### src/rtl/mlsu_pkg.sv
// rtl/mlsu_pkg.sv - shared MLSU meta types and txn page/length geometry
package mlsu_pkg;

    localparam int PageNibs  = 8192;
    localparam int PageOffW  = 13;
    localparam int IdW       = 8;
    localparam int CntW      = 16;
    localparam int NibAddrW  = 65;
    localparam int ByteAddrW = 64;

    localparam logic [PageOffW:0] PageNibsV = (PageOffW+1)'(PageNibs);
    localparam logic [PageOffW:0] OneV      = (PageOffW+1)'(1);

    typedef enum logic [1:0] {
        MODE_ROW,
        MODE_COL,
        MODE_IDX
    } mlsu_mode_e;

    typedef enum logic [1:0] {
        S_IDLE,
        S_ISSUE,
        S_DRAIN
    } issuer_state_e;

    typedef struct packed {
        logic [IdW-1:0]  reqId;
        mlsu_mode_e      mode;
        logic            isLoad;
        logic [CntW-1:0] rmnSeg;
    } meta_glb_t;

    typedef struct packed {
        logic [NibAddrW-1:0] segBaseAddr;
        logic [CntW-1:0]     txnNum;
        logic [CntW-1:0]     txnCnt;
        logic [PageOffW:0]   ltN;
    } meta_seglv_t;

    typedef struct packed {
        logic [ByteAddrW-1:0] addr;
        logic [7:0]           len;
        logic [2:0]           size;
        logic                 write;
        logic [IdW-1:0]       id;
    } txn_req_t;

    // 14-bit intermediates keep a full 8192-nibble page count representable.
    function automatic txn_req_t txnGeom(input meta_glb_t   glb,
                                         input meta_seglv_t seg,
                                         input logic [2:0]  size_log2);
        txn_req_t                      req;
        logic [PageOffW:0]             page_off;
        logic [PageOffW:0]             nibs;
        logic [PageOffW:0]             bytes;
        logic [PageOffW:0]             beat_off;
        logic [PageOffW:0]             len_w;
        logic                          first;
        logic                          last;
        logic [NibAddrW-PageOffW-1:0]  page;
        logic [NibAddrW-1:0]           nib_addr;

        page_off = {1'b0, seg.segBaseAddr[PageOffW-1:0]};
        first    = (seg.txnCnt == '0);
        last     = (seg.txnCnt == seg.txnNum);
        page     = seg.segBaseAddr[NibAddrW-1:PageOffW]
                 + {{(NibAddrW-PageOffW-CntW){1'b0}}, seg.txnCnt};
        nib_addr = first ? seg.segBaseAddr : {page, {PageOffW{1'b0}}};

        if (first && last) begin
            nibs = seg.ltN - page_off;
        end else if (first) begin
            nibs = PageNibsV - page_off;
        end else if (last) begin
            nibs = seg.ltN;
        end else begin
            nibs = PageNibsV;
        end

        req.addr  = nib_addr[NibAddrW-1:1];
        bytes     = ({{PageOffW{1'b0}}, nib_addr[0]} + nibs + OneV) >> 1;
        beat_off  = req.addr[PageOffW:0] & ((OneV << size_log2) - OneV);
        len_w     = (beat_off + bytes - OneV) >> size_log2;
        req.len   = 8'(len_w);
        req.size  = size_log2;
        req.write = !glb.isLoad;
        req.id    = glb.reqId;
        return req;
    endfunction

endpackage

### src/rtl/mlsu_txn_issuer_if.sv
// rtl/mlsu_txn_issuer_if.sv - bus address request channel (AR/AW) between issuer and channel mux
interface mlsu_txn_issuer_if
    import mlsu_pkg::*;
#(
    parameter int AddrWidth = 64
);
    logic                 ax_valid;
    logic                 ax_ready;
    logic [AddrWidth-1:0] ax_addr;
    logic [7:0]           ax_len;
    logic [2:0]           ax_size;
    logic                 ax_write;
    logic [IdW-1:0]       ax_id;

    modport master (
        output ax_valid, ax_addr, ax_len, ax_size, ax_write, ax_id,
        input  ax_ready
    );

    modport slave (
        input  ax_valid, ax_addr, ax_len, ax_size, ax_write, ax_id,
        output ax_ready
    );
endinterface

### src/rtl/mlsu_txn_geom.sv
// rtl/mlsu_txn_geom.sv - combinational page-bounded address/length for one meta beat
module mlsu_txn_geom
    import mlsu_pkg::*;
#(
    parameter int DLEN = 128
) (
    input  meta_glb_t   glb_i,
    input  meta_seglv_t seg_i,
    output txn_req_t    req_o,
    output logic        last_o
);
    localparam logic [2:0] SizeLog2 = 3'($clog2(DLEN/8));

    assign req_o  = txnGeom(glb_i, seg_i, SizeLog2);
    assign last_o = (seg_i.txnCnt == seg_i.txnNum);
endmodule

### src/rtl/mlsu_txn_issuer.sv
// rtl/mlsu_txn_issuer.sv - turns fragmenter meta beats into bus address requests and tracks retirement
module mlsu_txn_issuer
    import mlsu_pkg::*;
#(
    parameter  int DLEN           = 128,
    parameter  int AddrWidth      = 64,
    parameter  int MaxOutstanding = 8,
    localparam int OutW           = $clog2(MaxOutstanding+1)
) (
    input  logic                 clk_i,
    input  logic                 rst_ni,
    input  logic                 meta_valid_i,
    output logic                 meta_ready_o,
    input  meta_glb_t            meta_glb_i,
    input  meta_seglv_t          meta_seglv_i,
    mlsu_txn_issuer_if.master    ax,
    input  logic                 resp_valid_i,
    output logic                 req_done_o,
    output logic [IdW-1:0]       req_done_id_o,
    output logic [OutW-1:0]      outstanding_o
);
    issuer_state_e   state_q;
    txn_req_t        slice_q;
    logic            valid_q;
    logic [OutW-1:0] out_q;
    logic [OutW-1:0] out_d;
    logic [IdW-1:0]  id_q;
    logic            done_q;

    txn_req_t        geom_req;
    logic            geom_last;
    logic            ax_fire;
    logic            meta_fire;
    logic            final_beat;
    logic            retire;
    logic            credit;
    logic            drain_ok;
    logic [OutW:0]   occ;

    mlsu_txn_geom #(
        .DLEN(DLEN)
    ) u_geom (
        .glb_i (meta_glb_i),
        .seg_i (meta_seglv_i),
        .req_o (geom_req),
        .last_o(geom_last)
    );

    // A response with nothing outstanding is dropped so the counter cannot wrap.
    assign retire     = resp_valid_i && (out_q != '0);
    assign ax_fire    = valid_q && ax.ax_ready;
    assign occ        = {1'b0, out_q} + {{OutW{1'b0}}, valid_q} - {{OutW{1'b0}}, retire};
    assign credit     = occ < (OutW+1)'(MaxOutstanding);
    assign meta_ready_o = rst_ni && (state_q != S_DRAIN) && (!valid_q || ax.ax_ready) && credit;
    assign meta_fire  = meta_valid_i && meta_ready_o;
    assign final_beat = (meta_glb_i.rmnSeg == '0) && geom_last;

    always_comb begin
        out_d = out_q;
        if (ax_fire && !retire) begin
            out_d = out_q + OutW'(1);
        end else if (!ax_fire && retire) begin
            out_d = out_q - OutW'(1);
        end
    end

    assign drain_ok = !valid_q && (out_d == '0);

    always_ff @(posedge clk_i or negedge rst_ni) begin
        if (!rst_ni) begin
            state_q <= S_IDLE;
            slice_q <= '0;
            valid_q <= 1'b0;
            out_q   <= '0;
            id_q    <= '0;
            done_q  <= 1'b0;
        end else begin
            out_q  <= out_d;
            done_q <= 1'b0;

            if (meta_fire) begin
                valid_q <= 1'b1;
                slice_q <= geom_req;
            end else if (ax_fire) begin
                valid_q <= 1'b0;
            end

            case (state_q)
                S_IDLE: begin
                    if (meta_fire) begin
                        id_q    <= meta_glb_i.reqId;
                        state_q <= final_beat ? S_DRAIN : S_ISSUE;
                    end
                end
                S_ISSUE: begin
                    if (meta_fire && final_beat) begin
                        state_q <= S_DRAIN;
                    end
                end
                S_DRAIN: begin
                    if (drain_ok) begin
                        done_q  <= 1'b1;
                        state_q <= S_IDLE;
                    end
                end
                default: state_q <= S_IDLE;
            endcase
        end
    end

    assign ax.ax_valid    = valid_q;
    assign ax.ax_addr     = slice_q.addr[AddrWidth-1:0];
    assign ax.ax_len      = slice_q.len;
    assign ax.ax_size     = slice_q.size;
    assign ax.ax_write    = slice_q.write;
    assign ax.ax_id       = slice_q.id;
    assign req_done_o     = done_q;
    assign req_done_id_o  = id_q;
    assign outstanding_o  = out_q;

    resp_underflow_a: assert property (@(posedge clk_i) disable iff (!rst_ni)
        !(resp_valid_i && (out_q == '0)));

endmodule

### src/flat_wrapper.sv
// flat-port wrapper written by rule: the top's interface ports become plain ports
module mlsu_txn_issuer_flat import mlsu_pkg::*;
#(
    parameter  int DLEN           = 128,
    parameter  int AddrWidth      = 64,
    parameter  int MaxOutstanding = 8,
    localparam int OutW           = $clog2(MaxOutstanding+1)
)
  (clk_i, rst_ni, meta_valid_i, meta_ready_o, meta_glb_i, meta_seglv_i, resp_valid_i, req_done_o, req_done_id_o, outstanding_o, ax_ax_valid, ax_ax_addr, ax_ax_len, ax_ax_size, ax_ax_write, ax_ax_id, ax_ax_ready);
  mlsu_txn_issuer_if #(.AddrWidth(AddrWidth)) ax_i ();
  input  logic clk_i;
  input  logic rst_ni;
  input  logic meta_valid_i;
  output logic meta_ready_o;
  input  meta_glb_t meta_glb_i;
  input  meta_seglv_t meta_seglv_i;
  input  logic resp_valid_i;
  output logic req_done_o;
  output logic [IdW-1:0] req_done_id_o;
  output logic [OutW-1:0] outstanding_o;
  output wire logic [$bits(ax_i.ax_valid)-1:0] ax_ax_valid;
  output wire logic [$bits(ax_i.ax_addr)-1:0] ax_ax_addr;
  output wire logic [$bits(ax_i.ax_len)-1:0] ax_ax_len;
  output wire logic [$bits(ax_i.ax_size)-1:0] ax_ax_size;
  output wire logic [$bits(ax_i.ax_write)-1:0] ax_ax_write;
  output wire logic [$bits(ax_i.ax_id)-1:0] ax_ax_id;
  input wire logic [$bits(ax_i.ax_ready)-1:0] ax_ax_ready;
  assign ax_ax_valid = ax_i.ax_valid;
  assign ax_ax_addr = ax_i.ax_addr;
  assign ax_ax_len = ax_i.ax_len;
  assign ax_ax_size = ax_i.ax_size;
  assign ax_ax_write = ax_i.ax_write;
  assign ax_ax_id = ax_i.ax_id;
  assign ax_i.ax_ready = ax_ax_ready;
  mlsu_txn_issuer #(.DLEN(DLEN), .AddrWidth(AddrWidth), .MaxOutstanding(MaxOutstanding)) u_core (.clk_i(clk_i), .rst_ni(rst_ni), .meta_valid_i(meta_valid_i), .meta_ready_o(meta_ready_o), .meta_glb_i(meta_glb_i), .meta_seglv_i(meta_seglv_i), .ax(ax_i), .resp_valid_i(resp_valid_i), .req_done_o(req_done_o), .req_done_id_o(req_done_id_o), .outstanding_o(outstanding_o));
endmodule
### config.mk
export PLATFORM = sky130hd
export DESIGN_NAME = mlsu_txn_issuer_flat
export DESIGN_NICKNAME = d
export VERILOG_FILES = /design/src/rtl/mlsu_pkg.sv /design/src/rtl/mlsu_txn_issuer_if.sv /design/src/rtl/mlsu_txn_geom.sv /design/src/rtl/mlsu_txn_issuer.sv /design/src/flat_wrapper.sv
export SDC_FILE = /design/constraint.sdc
export NUM_CORES = 1
export LEC_CHECK = 0
export ABC_AREA = 1
export CORE_MARGIN = 1
export CORE_UTILIZATION = 53
export DETAILED_ROUTE_END_ITERATION = 10
export PLACE_DENSITY = 0.93
export SYNTH_ARGS = -nofsm -noshare
export SYNTH_HDL_FRONTEND = slang
export SYNTH_SLANG_ARGS = --single-unit
export TNS_END_PERCENT = 1
### constraint.sdc
create_clock -name clk_i -period 6.6 [get_ports clk_i]
set_clock_uncertainty 0.15 [all_clocks]
set_input_delay 1.32 -clock clk_i [delete_from_list [all_inputs] [get_ports clk_i]]
set_output_delay 1.32 -clock clk_i [all_outputs]
set_load 0.02 [all_outputs]
==> summary.txt <==
top cell type's share of synthesized area - 28.70%
Core Area - 15,830 µm²
Final period util - 84.90%
Max Root-Sink Buffers - 2
final hold violations - 0
Seq cells post-synth - 98
clock latency at the later pin of the worst-skew pair - 0.35 ns
Num Clock Sinks - 98
DIE AREA - 16,640 µm²
Synth cell types - 52
GRT overflow - 0
postcts setup bufs - 0
Int Pwr - 1.899 mW
CTS root buffer - clkbuf_16
first-pass GRT wire length - 41,670 µm
maximum vdd drop - 0.2041 mV
power density over cell area - 287.9 nW/µm²
worst rel slew slack - 51.39%
Die H - 129.0 µm
port bufs - 236
Setup-failing EPs final - 0
cell area after layout - 11,380 µm²
Most used DFF post-synth - dfrtp_1
Hold Path Depth - 2
Gate power share - 52.5%
Final #Nets - 1,699
proportion of power drawn by the clock network - 17.1%
register share of total power - 30.4%
Leak - 5.538 nW
post-cts hold buffer count - 0
setup tns final - 0 ns
Post-DP Area - 11,070 µm²
critical path startpoint category - input pin
Hold WC Path Type - reg -> reg
residual DRC count - 0
Vias - 9,230
worst endpoint required time - 5.13 ns
commonest non-fill, non-tap cells in the layout - nand2_1, clkdlybuf4s50_1, inv_1
Starting Density - 53.99%
DP HPWL - 20,920 µm
share of post-route cells with drive strength above 1 - 6.627%
RSZ-0062 raised after global routing - false
Fmax - 0.1785 GHz
TritonCTS clock tree - done
net load switching power - 1.377 mW
commonest non-fill, non-tap cell in the layout - nand2_1
critical path class - in -> out
Synth area leaders - dfrtp_1, nand2_1, ha_1
R2R depth - 17
worst-path maximum fanout - 5
status - completed
Row Count - 46
Worst-Margin Slew - 0.7291 ns
fin crit period - 5.603 ns
first-pass iteration count of the detailed router - 6
final antenna diode count - 0
Die W - 129.0 µm
post-DR vias/cell - 5.351
switching share of power - 42.03%
DR WL/cell - 15.12 µm
Worst Setup End Kind - primary output
Area growth, synth to finish - 33.15%
Post-DRT Antenna Nets - 0
Yosys warnings - 0
Async SR Flop Fraction - 100.0%
cells after synthesis - 1,281
clock input transition at the sequential cells of the worst setup and hold paths - 0.07 ns
area leader, netlist - dfrtp_1
synthesized area - 8546 µm²
CTS HTree Levels - 3
CTS buffer count - 9
worst path arrival time - 4.13 ns
GP Congestion - 0.9156
vias in the first global route - 8,879
maxcap violations - 0
Slew Viols, Final - 0
initial antenna violation count - 0
register area share after synthesis - 28.70%
Post-synth EDFFs - 0
largest net degree at the start of global routing - 68
PostCTS Resize Cnt - 0
iteration-0 DRC count of the detailed router - 636
Ports - 242
all-layer global routing usage - 31.88%
Synth Area per Inst - 6.671 µm²
drt total wl - 26,090 µm
-- logic make-up (layout without fill, tap and decap cells) --
logic type,Yosys count,count (layout),synth area share [%]
AND/OR/NAND/NOR,705,705,37.07
buffers and inverters,204,431,9.517
AO/OA/AOI/OAI,160,160,10.54
flip-flops,98,98,28.70
XOR/XNOR,61,61,6.340
adder cells (fa/ha/maj),52,52,7.789
other,1,2,0.04388
-- flip-flops by register name (all words and copies together) (netlist names) --
signal and count:
u_core.ax.ax_addr 64, u_core.ax.ax_id 8, u_core.ax.ax_len 8, u_core.req_done_id_o 8, u_core.outstanding_o 4, u_core.state_q 2, u_core.ax.ax_size 1, u_core.ax.ax_valid 1
u_core.ax.ax_write 1, u_core.req_done_o 1
-- cell type report --
cell class,count,area [µm²]
Clock buffer,9,225.2
Clock inverter,7,85.08
Fill cell,1249,4449
Inverter,173,649.4
Multi-Input combinational cell,980,5291
Sequential cell,98,2452
Tap cell,216,270.3
Timing Repair Buffer,242,2405
-- synth_stat cells, types with 10 or more instances --
library cell	n
nor2_4	12
inv_2	10
dfrtp_1	98
nand3_1	73
nand4_1	16
a21oi_1	41
xor2_1	38
clkbuf_1	18
nand2_1	412
nor4_1	12
nand2_2	23
xnor2_1	22
nor2_1	101
nor3_1	17
inv_1	162
o21ai_0	70
a31oi_1	11
ha_1	50
-- worst max-delay path, stage by stage --
cell	delay, ns
clkdlybuf4s50_1	0.47
nand2_1	0.12
inv_1	0.09
ha_1	0.15
inv_1	0.05
ha_1	0.28
a21oi_1	0.16
nor2_1	0.07
o21ai_0	0.14
nor4b_1	0.56
clkdlybuf4s50_1	0.73
-- worst paths after layout --
| check | from | end | slack (ns) |
|---|---|---|---|
| max | resp_valid_i | meta_ready_o | 1.0 |
| min | u_core.ax.ax_addr[61]$_DFFE_PN0P_ | u_core.ax.ax_addr[61]$_DFFE_PN0P_ | 0.33 |
| max reg2reg | u_core.outstanding_o[2]$_DFF_PN0_ | u_core.req_done_id_o[2]$_DFFE_PN0P_ | 1.93 |
| min reg2reg | u_core.ax.ax_addr[61]$_DFFE_PN0P_ | u_core.ax.ax_addr[61]$_DFFE_PN0P_ | 0.33 |
| max in group asynchronous | rst_ni | u_core.ax.ax_addr[17]$_DFFE_PN0P_ | 4.34 |
| min in group asynchronous | rst_ni | u_core.ax.ax_addr[52]$_DFFE_PN0P_ | 0.79 |
-- power groups by stage --
stage                     Sequential, mW  Combinational [mW]  Clock (mW)
after floorplan                     1.27               0.637           0
after global placement             0.990                1.64           0
after detailed placement            1.01                1.71           0
after CTS                          0.996                1.72       0.569
after global routing                1.02                1.86       0.594
final                              0.996                1.72       0.560
-- layer usage --
layer  up-vias  track usage, %  wire, µm
met5         -               0         0
met4         0           17.37      1258
met3        92           4.948      1764
li1       4532               -         -
met2       396           58.57     12960
met1      4210           35.20     10110
-- through the flow --
stage          power, mW  utilization, %  hold slack (ns)  cells  setup WS (ns)
4_1_cts            3.284           71.89           0.3323   1725          1.022
2_1_floorplan      1.910               -           0.3080   1282          1.954
3_3_place_gp       2.631           69.93           0.3063   1709         0.8322
3_5_place_dp       2.711           69.93           0.3068   1709         0.7459
6_report           3.275           71.89           0.3278   1725         0.9969
5_1_grt            3.479           71.89           0.3449   1725         0.6835
Note: power is estimated with default switching activity, not from simulation.
